<file path="src/rtl/proc_ctrl_pkg.sv">
// Shared types and constants for the processor mode sequencer.
package proc_ctrl_pkg;

  localparam int unsigned MODE_W      = 6;
  localparam int unsigned MODE_XOR    = 0;
  localparam int unsigned MODE_RSHIFT = 1;
  localparam int unsigned MODE_LSHIFT = 2;
  localparam int unsigned MODE_ECAE   = 3;
  localparam int unsigned MODE_DCAE   = 4;
  localparam int unsigned MODE_MUL    = 5;

  typedef enum logic [1:0] {
    IDLE   = 2'd0,
    HOLD   = 2'd1,
    SETTLE = 2'd2,
    RUN    = 2'd3
  } pms_state_t;

  // True when exactly one bit of the mode request is set.
  function automatic logic is_onehot(input logic [MODE_W-1:0] v);
    return (v != '0) && ((v & (v - MODE_W'(1))) == '0);
  endfunction

endpackage

</file>
<file path="src/rtl/pms_debounce.sv">
// Per-bit 2-flop synchronizer with an optional stability filter (PMS_DEBOUNCE_EN).
module pms_debounce #(
  parameter int unsigned DEBOUNCE_CYCLES = 16
) (
  input  logic clk,
  input  logic reset,
  input  logic raw,
  output logic clean
);

  logic sync_q1;
  logic sync_q2;

  always_ff @(posedge clk) begin
    if (reset) begin
      sync_q1 <= 1'b0;
      sync_q2 <= 1'b0;
    end else begin
      sync_q1 <= raw;
      sync_q2 <= sync_q1;
    end
  end

`ifdef PMS_DEBOUNCE_EN
  localparam int unsigned CNT_W = $clog2(DEBOUNCE_CYCLES + 1);
  localparam logic [CNT_W-1:0] CNT_LAST = CNT_W'(DEBOUNCE_CYCLES - 1);

  logic [CNT_W-1:0] cnt_q;
  logic             clean_q;

  // Accept a new level only after it has differed from the held value long enough.
  always_ff @(posedge clk) begin
    if (reset) begin
      cnt_q   <= '0;
      clean_q <= 1'b0;
    end else if (sync_q2 == clean_q) begin
      cnt_q <= '0;
    end else if (cnt_q == CNT_LAST) begin
      cnt_q   <= '0;
      clean_q <= sync_q2;
    end else begin
      cnt_q <= cnt_q + CNT_W'(1);
    end
  end

  assign clean = clean_q;
`else
  localparam int unsigned unused_debounce_cycles = DEBOUNCE_CYCLES;

  assign clean = sync_q2;
`endif

endmodule

</file>
<file path="src/rtl/proc_mode_sequencer.sv">
// Sequences processor reset release and a one-hot mode strobe from raw board inputs.
// Optional input debounce is enabled with the PMS_DEBOUNCE_EN macro.
module proc_mode_sequencer
  import proc_ctrl_pkg::*;
#(
  parameter int unsigned RESET_CYCLES    = 1,
  parameter int unsigned SETTLE_CYCLES   = 1,
  parameter int unsigned DEBOUNCE_CYCLES = 16
) (
  input  logic              clk,
  input  logic              reset,
  input  logic [MODE_W-1:0] sel,
  input  logic              start,
  input  logic              proc_done,
  output logic              proc_reset,
  output logic              mode_xor,
  output logic              mode_rshift,
  output logic              mode_lshift,
  output logic              mode_ecae,
  output logic              mode_dcae,
  output logic              mode_mul,
  output logic              busy,
  output logic              err
);

  localparam int unsigned CNT_MAX = (RESET_CYCLES > SETTLE_CYCLES) ? RESET_CYCLES : SETTLE_CYCLES;
  localparam int unsigned CNT_W   = $clog2(CNT_MAX + 1);
  localparam int unsigned IN_W    = MODE_W + 1;
  localparam logic [CNT_W-1:0] HOLD_LAST   = CNT_W'(RESET_CYCLES - 1);
  localparam logic [CNT_W-1:0] SETTLE_LAST = CNT_W'(SETTLE_CYCLES - 1);

  logic [IN_W-1:0]   raw_in;
  logic [IN_W-1:0]   cond_in;
  logic [MODE_W-1:0] sel_cond;
  logic              start_cond;
  logic              start_q;
  logic              start_pulse;

  assign raw_in = {start, sel};

  for (genvar i = 0; i < IN_W; i++) begin : g_cond
    pms_debounce #(
      .DEBOUNCE_CYCLES(DEBOUNCE_CYCLES)
    ) u_debounce (
      .clk  (clk),
      .reset(reset),
      .raw  (raw_in[i]),
      .clean(cond_in[i])
    );
  end

  assign sel_cond   = cond_in[MODE_W-1:0];
  assign start_cond = cond_in[MODE_W];

  always_ff @(posedge clk) begin
    if (reset) start_q <= 1'b0;
    else       start_q <= start_cond;
  end

  assign start_pulse = start_cond & ~start_q;

  pms_state_t        state_q, state_d;
  logic [CNT_W-1:0]  cnt_q, cnt_d;
  logic [MODE_W-1:0] sel_q, sel_d;
  logic              err_q, err_d;
  logic              proc_reset_q, proc_reset_d;
  logic              busy_q, busy_d;
  logic [MODE_W-1:0] mode_q, mode_d;

  always_ff @(posedge clk) begin
    if (reset) begin
      state_q      <= IDLE;
      cnt_q        <= '0;
      sel_q        <= '0;
      err_q        <= 1'b0;
      proc_reset_q <= 1'b1;
      busy_q       <= 1'b0;
      mode_q       <= '0;
    end else begin
      state_q      <= state_d;
      cnt_q        <= cnt_d;
      sel_q        <= sel_d;
      err_q        <= err_d;
      proc_reset_q <= proc_reset_d;
      busy_q       <= busy_d;
      mode_q       <= mode_d;
    end
  end

  // Next state, counter and Moore outputs decoded from the next state.
  always_comb begin
    state_d      = state_q;
    cnt_d        = '0;
    sel_d        = sel_q;
    err_d        = err_q;
    proc_reset_d = 1'b1;
    busy_d       = 1'b0;
    mode_d       = '0;

    case (state_q)
      IDLE: begin
        if (start_pulse) begin
          if (is_onehot(sel_cond)) begin
            sel_d   = sel_cond;
            err_d   = 1'b0;
            state_d = HOLD;
          end else begin
            err_d = 1'b1;
          end
        end
      end
      HOLD: begin
        if (cnt_q == HOLD_LAST) state_d = SETTLE;
        else                    cnt_d   = cnt_q + CNT_W'(1);
      end
      SETTLE: begin
        if (cnt_q == SETTLE_LAST) state_d = RUN;
        else                      cnt_d   = cnt_q + CNT_W'(1);
      end
      RUN: begin
        if (proc_done) state_d = IDLE;
      end
      default: state_d = IDLE;
    endcase

    proc_reset_d = (state_d == IDLE) || (state_d == HOLD);
    busy_d       = (state_d != IDLE);
    mode_d       = (state_d == RUN) ? sel_d : '0;
  end

  assign proc_reset  = proc_reset_q;
  assign busy        = busy_q;
  assign err         = err_q;
  assign mode_xor    = mode_q[MODE_XOR];
  assign mode_rshift = mode_q[MODE_RSHIFT];
  assign mode_lshift = mode_q[MODE_LSHIFT];
  assign mode_ecae   = mode_q[MODE_ECAE];
  assign mode_dcae   = mode_q[MODE_DCAE];
  assign mode_mul    = mode_q[MODE_MUL];

endmodule

</file>
<file path="config.mk">
export PLATFORM = sky130hd
export DESIGN_NAME = proc_mode_sequencer
export DESIGN_NICKNAME = d
export VERILOG_FILES = /design/src/rtl/proc_ctrl_pkg.sv /design/src/rtl/pms_debounce.sv /design/src/rtl/proc_mode_sequencer.sv
export SDC_FILE = /design/constraint.sdc
export NUM_CORES = 1
export LEC_CHECK = 0
export CORE_UTILIZATION = 50
export CTS_BUF_LIST = sky130_fd_sc_hd__clkbuf_4
export DETAILED_ROUTE_END_ITERATION = 8
export PLACE_DENSITY = 0.83
export REMOVE_ABC_BUFFERS = 1
export SLEW_MARGIN = 20
export SYNTH_ARGS = -nofsm -noshare
export SYNTH_HDL_FRONTEND = slang
export SYNTH_HIERARCHICAL = 1
export SYNTH_SLANG_ARGS = --single-unit
</file>
<file path="constraint.sdc">
create_clock -name clk -period 2.5 [get_ports clk]
set_clock_uncertainty 0.15 [all_clocks]
set_input_delay 0.25 -clock clk [delete_from_list [all_inputs] [get_ports clk]]
set_output_delay 0.25 -clock clk [all_outputs]
set_load 0.01 [all_outputs]
</file>
==> summary.md, run 1 <==
| Metric | Value |
|---|---|
| Post-CTS Setup Inserts | `0` |
| Most used DFF post-synth | `dfxtp_1` |
| CTS tree | `built` |
| Fin util | `66.9%` |
| Synth unique cells | `27` |
| Tot Pwr | `1.07 mW` |
| Status | `finished, final reports clean` |
| Critical path class | `reg -> reg` |
| Reg2Reg Setup Slack | `660 ps` |
| Mapped cell area | `1210 um2` |
| Psw | `0.238 mW` |
| Power share of the clock group | `35.4%` |
| Fin area | `1510 um2` |
| Crit. End Element | `register` |
| Initial antenna violation count | `0` |
| CTS Buf Count | `5` |
| Share of cells above drive strength 1 | `9.09%` |
| Synth warn | `6` |
| Vias | `828` |
| Fin Setup TNS | `0 ps` |
| Placed cell count | `163` |
| Most frequent cells in the layout | `33 x dfxtp_1, 19 x nor2_1, 19 x nor2b_1` |
| First-pass DRT Iterations | `4` |
| Power share of the combinational group | `12.2%` |
| Post-synth ARST share | `0%` |
| Share of power burned in registers | `52.4%` |
| Sw Share | `22.2%` |
| CTS Sinks | `33` |
| GRT Total Usage | `17.7%` |
| Max Transition Viols Final | `0` |
| RSZ-0062 raised after global routing | `no` |
| Placer Congestion | `0.876` |
| DRC | `0` |
| Synthesis-to-finish area growth | `24.6%` |
| Int Power | `0.834 mW` |
| Placed wire-length estimate | `1.30 mm` |
| Number of synthesized flops with an enable pin | `0` |
| Worst-path maximum fanout | `6` |
| Dpl cell area | `1430 um2` |
| Width of the die | `51.2 um` |
| Final ANT Viol Nets | `0` |
| Worst skew pair latency | `310 ps` |
| Peak VDD IR | `0.487 mV` |
| Power Density | `711 nW/um2` |
| Pre-CTS setup slack | `683 ps` |
| Die area | `2620 um2` |
| Row Count | `17` |
| R2R Path End | `mode_q[4]$_SDFF_PP0_` |
| Worst Hold Class | `reg -> reg` |
| CTS Buffer Depth | `2` |
| WHS | `290 ps` |
| Setup Viol. Count Final | `0` |
| Mapped Cells | `117` |
| LEAKAGE | `0.596 nW` |
| Sequential-to-total area share from yosys stat | `54.5%` |
| Vias in the first global route | `726` |
| Number of I/O port buffers | `18` |
| I/O pin cnt | `19` |
| Maximum clock rate | `0.544 GHz` |
| Final Critical Period | `1840 ps` |
| Hold EP | `g_cond[2].u_debounce/clean$_SDFF_PP0_` |
| Startpoint class of the critical path | `register` |
| Mean post-synth cell area | `10.4 um2` |
| Final WL | `1.79 mm` |
| Via/cell ratio | `4.84` |
| Hold buffer count at cts | `0` |
| Worst Min Path Start | `g_cond[2].u_debounce/sync_q1$_SDFF_PP0_` |
| CORE AREA | `2250 um2` |
| Critical path data arrival time | `1890 ps` |
| Nets | `157` |
| Maxcap violations | `0` |
| Post-cts sizing count | `0` |
| Final worst slack | `661 ps` |
| Global-route wire length before repair | `3.19 mm` |
| Finished Layout Cells | `171` |
| Starting Density | `53.7%` |
| Worst reg-to-reg path cell count | `7` |
| Clock transition at the registers of the reported paths | `90 ps` |
| Largest net degree at the start of global routing | `21` |
| DR WL/cell | `10.5 um` |
| Detailed Route Iter0 Violations | `12` |
| Die Height | `51.2 um` |
| Final Hold Vio Count | `0` |
| Global route overflow | `0` |
| Final period utilization | `73.6%` |
| Worst Path Required | `2560 ps` |
| Clock root buffer | `clkbuf_4` |
| H-tree levels | `2` |
| Seq cells post-synth | `33` |
| Commonest non-fill, non-tap cell in the layout | `dfxtp_1` |
| N_diodes | `0` |
| R2R Path Start | `state_q[1]$_SDFF_PP0_` |
| Worst hold stages | `1` |
==> per-layer routing <==
| layer | part of all wire [%] | routed length (um) | global-route usage (%) | up-vias |
|---|---|---|---|---|
| met5 | 0 | 0 | 0 | - |
| met4 | 1.7 | 31 | 13.5 | 0 |
| met3 | 5.0 | 90 | 5.65 | 4 |
| met2 | 46 | 830 | 26.8 | 21 |
| met1 | 47 | 835 | 20.8 | 367 |
| li1 | - | - | - | 436 |
==> critical path, stage by stage, from the launching register on <==
cell	delay (ps)
dfxtp_1	360
inv_1	120
ha_1	150
and3b_1	250
nand2_1	120
o21ai_4	250
mux2i_1	270
nor2_1	70
==> power groups by stage <==
| stage | clock network [mW] | registers (mW) | logic [mW] |
|---|---|---|---|
| 6_report | 0.380 | 0.562 | 0.131 |
| 5_1_grt | 0.420 | 0.565 | 0.148 |
| 3_3_place_gp | 0 | 0.573 | 0.125 |
| 2_1_floorplan | 0 | 0.574 | 0.0818 |
| 4_1_cts | 0.391 | 0.562 | 0.130 |
| 3_5_place_dp | 0 | 0.574 | 0.129 |
==> final cells by class <==
cell class / count / area (um2)
clock buffer: 6 / 45.0
clock inverter: 2 / 33.8
inverter: 5 / 18.8
multi-input combinational: 78 / 528
sequential: 33 / 661
fill: 192 / 746
tap: 28 / 35.0
timing repair buffer: 19 / 188
==> worst max path at each step <==
stage,from,to,slack (ps),cells after the start
after floorplan,state_q[0]$_SDFF_PP0_,mode_q[0]$_SDFF_PP0_,850,7
after global placement,g_cond[5].u_debounce/clean$_SDFF_PP0_,mode_q[1]$_SDFF_PP0_,760,5
after detailed placement,state_q[1]$_SDFF_PP0_,mode_q[1]$_SDFF_PP0_,680,7
after CTS,state_q[1]$_SDFF_PP0_,mode_q[4]$_SDFF_PP0_,660,7
after global routing,state_q[1]$_SDFF_PP0_,mode_q[4]$_SDFF_PP0_,540,7
final,state_q[1]$_SDFF_PP0_,mode_q[4]$_SDFF_PP0_,660,7
==> synth_stat cells, types with 2 or more instances <==
cell type   n  share of area, %
a21oi_1     2              0.83
dfxtp_1    33                55
ha_1        5               5.2
inv_1       5               1.5
mux2i_1     6               5.0
nand2_1     3              0.93
nand2b_1    4               2.1
nor2_1     19               5.9
nor2b_1    19               9.8
o211ai_1    3               1.9
xor2_1      2               1.4
==> cells by family after synthesis <==
family          count (synthesis)  synth area share [%]
mux                             6                  4.96
xor+xnor                        2                  1.45
other cells                     1                 0.310
simple gates                   49                  21.4
compound gates                 15                  10.3
buf+inv                         6                  1.86
fa+ha+maj                       5                  5.17
flops                          33                  54.5
==> sequential cells by signal (all words and copies together) (netlist names) <==
name	cells
err	1
sel_q	6
proc_reset	1
busy	1
start_q	1
g_cond.u_debounce/sync_q1	7
cnt_q	1
mode_q	6
g_cond.u_debounce/clean	7
state_q	2
Note: power is estimated with default switching activity, not from simulation.
==> run 2: changes to the inputs <==
--- a/config.mk
+++ b/config.mk
@@ -5,10 +5,10 @@
 export SDC_FILE = /design/constraint.sdc
 export NUM_CORES = 1
 export LEC_CHECK = 0
-export CORE_UTILIZATION = 50
+export CORE_UTILIZATION = 49
 export CTS_BUF_LIST = sky130_fd_sc_hd__clkbuf_4
 export DETAILED_ROUTE_END_ITERATION = 8
-export PLACE_DENSITY = 0.83
+export PLACE_DENSITY = 0.85
 export REMOVE_ABC_BUFFERS = 1
 export SLEW_MARGIN = 20
 export SYNTH_ARGS = -nofsm -noshare
==> constraint.sdc (replaced) <==
create_clock -name clk -period 1.56 [get_ports clk]
set_clock_uncertainty 0.15 [all_clocks]
set_input_delay 0.156 -clock clk [delete_from_list [all_inputs] [get_ports clk]]
set_output_delay 0.156 -clock clk [all_outputs]
set_load 0.01 [all_outputs]
==> summary.md, run 2 (synthesis gave the netlist of run 1 again) <==
| Metric | Value |
|---|---|
| Detailed Route Iter0 Violations | `8 (-4)` |
| Seq. cell area | `669 um2 (+1.3%)` |
| Final WL | `2.43 mm (+36%)` |
| Failing checks | `negative setup slack` |
| CTS Sinks | `33 (unchanged)` |
| Initial antenna violation count | `0 (unchanged)` |
| Most frequent cells in the layout | `28 x dfxtp_1, 19 x nor2_1, 18 x nor2b_1` |
| Fin Setup TNS | `-2130 ps (-2130 ps)` |
| Synthesis-to-finish area growth | `43.6%` |
| Fin util | `76.4% (+9.5 points)` |
| Hold buffer count at cts | `0 (unchanged)` |
| Fillers | `140 (-27%)` |
| Nets | `175 (+11%)` |
| Peak VDD IR | `0.905 mV (+86%)` |
| Max Transition Viols Final | `0 (unchanged)` |
| Row Count | `17 (unchanged)` |
| Final worst slack | `-190 ps (-851 ps)` |
| Maximum clock rate | `0.571 GHz (+5.1%)` |
| Status | `finished with violations` |
| Width of the die | `51.7 um (+0.98%)` |
| DRC | `0 (unchanged)` |
| Crit. End Element | `register` |
| N_diodes | `0 (unchanged)` |
| Worst skew pair latency | `320 ps (about the same)` |
| Finished Layout Cells | `189 (+11%)` |
| Multi-input logic area | `604 um2 (+14%)` |
| Via/cell ratio | `4.94 (+1.9%)` |
| RSZ-0062 raised after global routing | `yes` |
| Placed cell count | `175 (+7.4%)` |
| Final Hold Vio Count | `0 (unchanged)` |
| Final period utilization | `112% (+39 points)` |
| Critical path data arrival time | `1820 ps (-70 ps)` |
| WHS | `227 ps (-63.7 ps)` |
| Starting Density | `53.2% (-0.50 points)` |
| Number of I/O port buffers | `18 (unchanged)` |
| Worst reg-to-reg path cell count | `7 (unchanged)` |
| Startpoint class of the critical path | `register` |
| DR WL/cell | `12.9 um (+23%)` |
| Critical path class | `reg -> reg` |
| CTS Buf Count | `5 (unchanged)` |
| CTS Buffer Depth | `2 (unchanged)` |
| Commonest non-fill, non-tap cell in the layout | `dfxtp_1` |
| CTS tree | `built` |
| Global-route wire length before repair | `3.78 mm (+19%)` |
| Placer Congestion | `0.831 (-5.1%)` |
| Share of cells above drive strength 1 | `30.4% (+21 points)` |
| GRT Total Usage | `20.2% (+2.4 points)` |
| Maxcap violations | `0 (unchanged)` |
| Die Height | `51.7 um (+0.98%)` |
| Global route overflow | `0 (unchanged)` |
| Final Critical Period | `1750 ps (-88.7 ps)` |
| LEAKAGE | `0.713 nW (+20%)` |
| Power Density | `1080 nW/um2 (+51%)` |
| H-tree levels | `2 (unchanged)` |
| I/O pin cnt | `19 (unchanged)` |
| Worst hold stages | `2 (+1)` |
| Clock root buffer | `clkbuf_4` |
| Worst Hold Class | `in -> reg` |
| Worst Path Required | `1630 ps (-930 ps)` |
| Setup Viol. Count Final | `16 (+16)` |
| Die area | `2670 um2 (+2.0%)` |
| Placed wire-length estimate | `1.50 mm (+15%)` |
| Clock transition at the registers of the reported paths | `100 ps (about the same)` |
| Vias in the first global route | `925 (+27%)` |
| First-pass DRT Iterations | `4 (unchanged)` |
| Final ANT Viol Nets | `0 (unchanged)` |
| CORE AREA | `2280 um2 (+0.94%)` |
| Vias | `933 (+13%)` |
| Largest net degree at the start of global routing | `19 (-9.5%)` |
| Worst-path maximum fanout | `6 (unchanged)` |
run 2: worst max-delay path: stages, from the launching register on:
cell and delay (ps):
dfxtp_2 340, inv_2 80, ha_4 120, and3b_2 210
o211ai_1 170, o21ai_4 180, mux2i_1 320, nor2_1 80
run 2: per-layer routing:
| metal | global-route usage (%) | share of wire (%) | wire length (um) | vias to the layer above |
|---|---|---|---|---|
| li1 | - | - | - | 468 |
| met1 | 20.3 | 43 | 1050 | 421 |
| met2 | 33.3 | 50 | 1220 | 36 |
| met3 | 7.60 | 4.5 | 109 | 8 |
| met4 | 15.8 | 2.3 | 55 | 0 |
| met5 | 0 | 0 | 0 | - |
run 2: power by group:
part | switching (mW) | total [mW] | internal [mW]
combinational | 0.160 | 0.350 | 0.190
sequential | 0.0183 | 0.897 | 0.879
clock | 0.273 | 0.624 | 0.351
run 2: worst paths after layout:
path | slack [ps] | start | to
max | -190 | state_q[1]$_SDFF_PP0_ | sel_q[4]$_SDFF_PP0_
min | 230 | sel[1] | g_cond[1].u_debounce/sync_q1$_SDFF_PP0_
max reg2reg | -190 | state_q[1]$_SDFF_PP0_ | sel_q[4]$_SDFF_PP0_
min reg2reg | 290 | g_cond[5].u_debounce/sync_q1$_SDFF_PP0_ | g_cond[5].u_debounce/clean$_SDFF_PP0_
run 2: area by class of cell:
class                      count  share of cell area [%]
multi-input combinational     78                    34.7
clock inverter                 2                    1.94
timing repair buffer          37                    19.1
sequential                    33                    38.5
clock buffer                   6                    2.59
tap                           28                    2.01
inverter                       5                    1.08
run 2: stage by stage:
stage / power (mW) / setup WS, ps / area, um2
3_5_place_dp: 1.16 / -193 / 1520
5_1_grt: 1.96 / -292 / 1740
6_report: 1.87 / -190 / 1740
2_1_floorplan: 1.05 / -92.3 / 1210
3_3_place_gp: 1.15 / -125 / 1520
4_1_cts: 1.81 / -105 / 1660
run 2: timing repair:
action	CTS	global route
resized for setup	13	13
buffers inserted	4	2
endpoints found under the setup margin	15	17
pin swaps	10	11
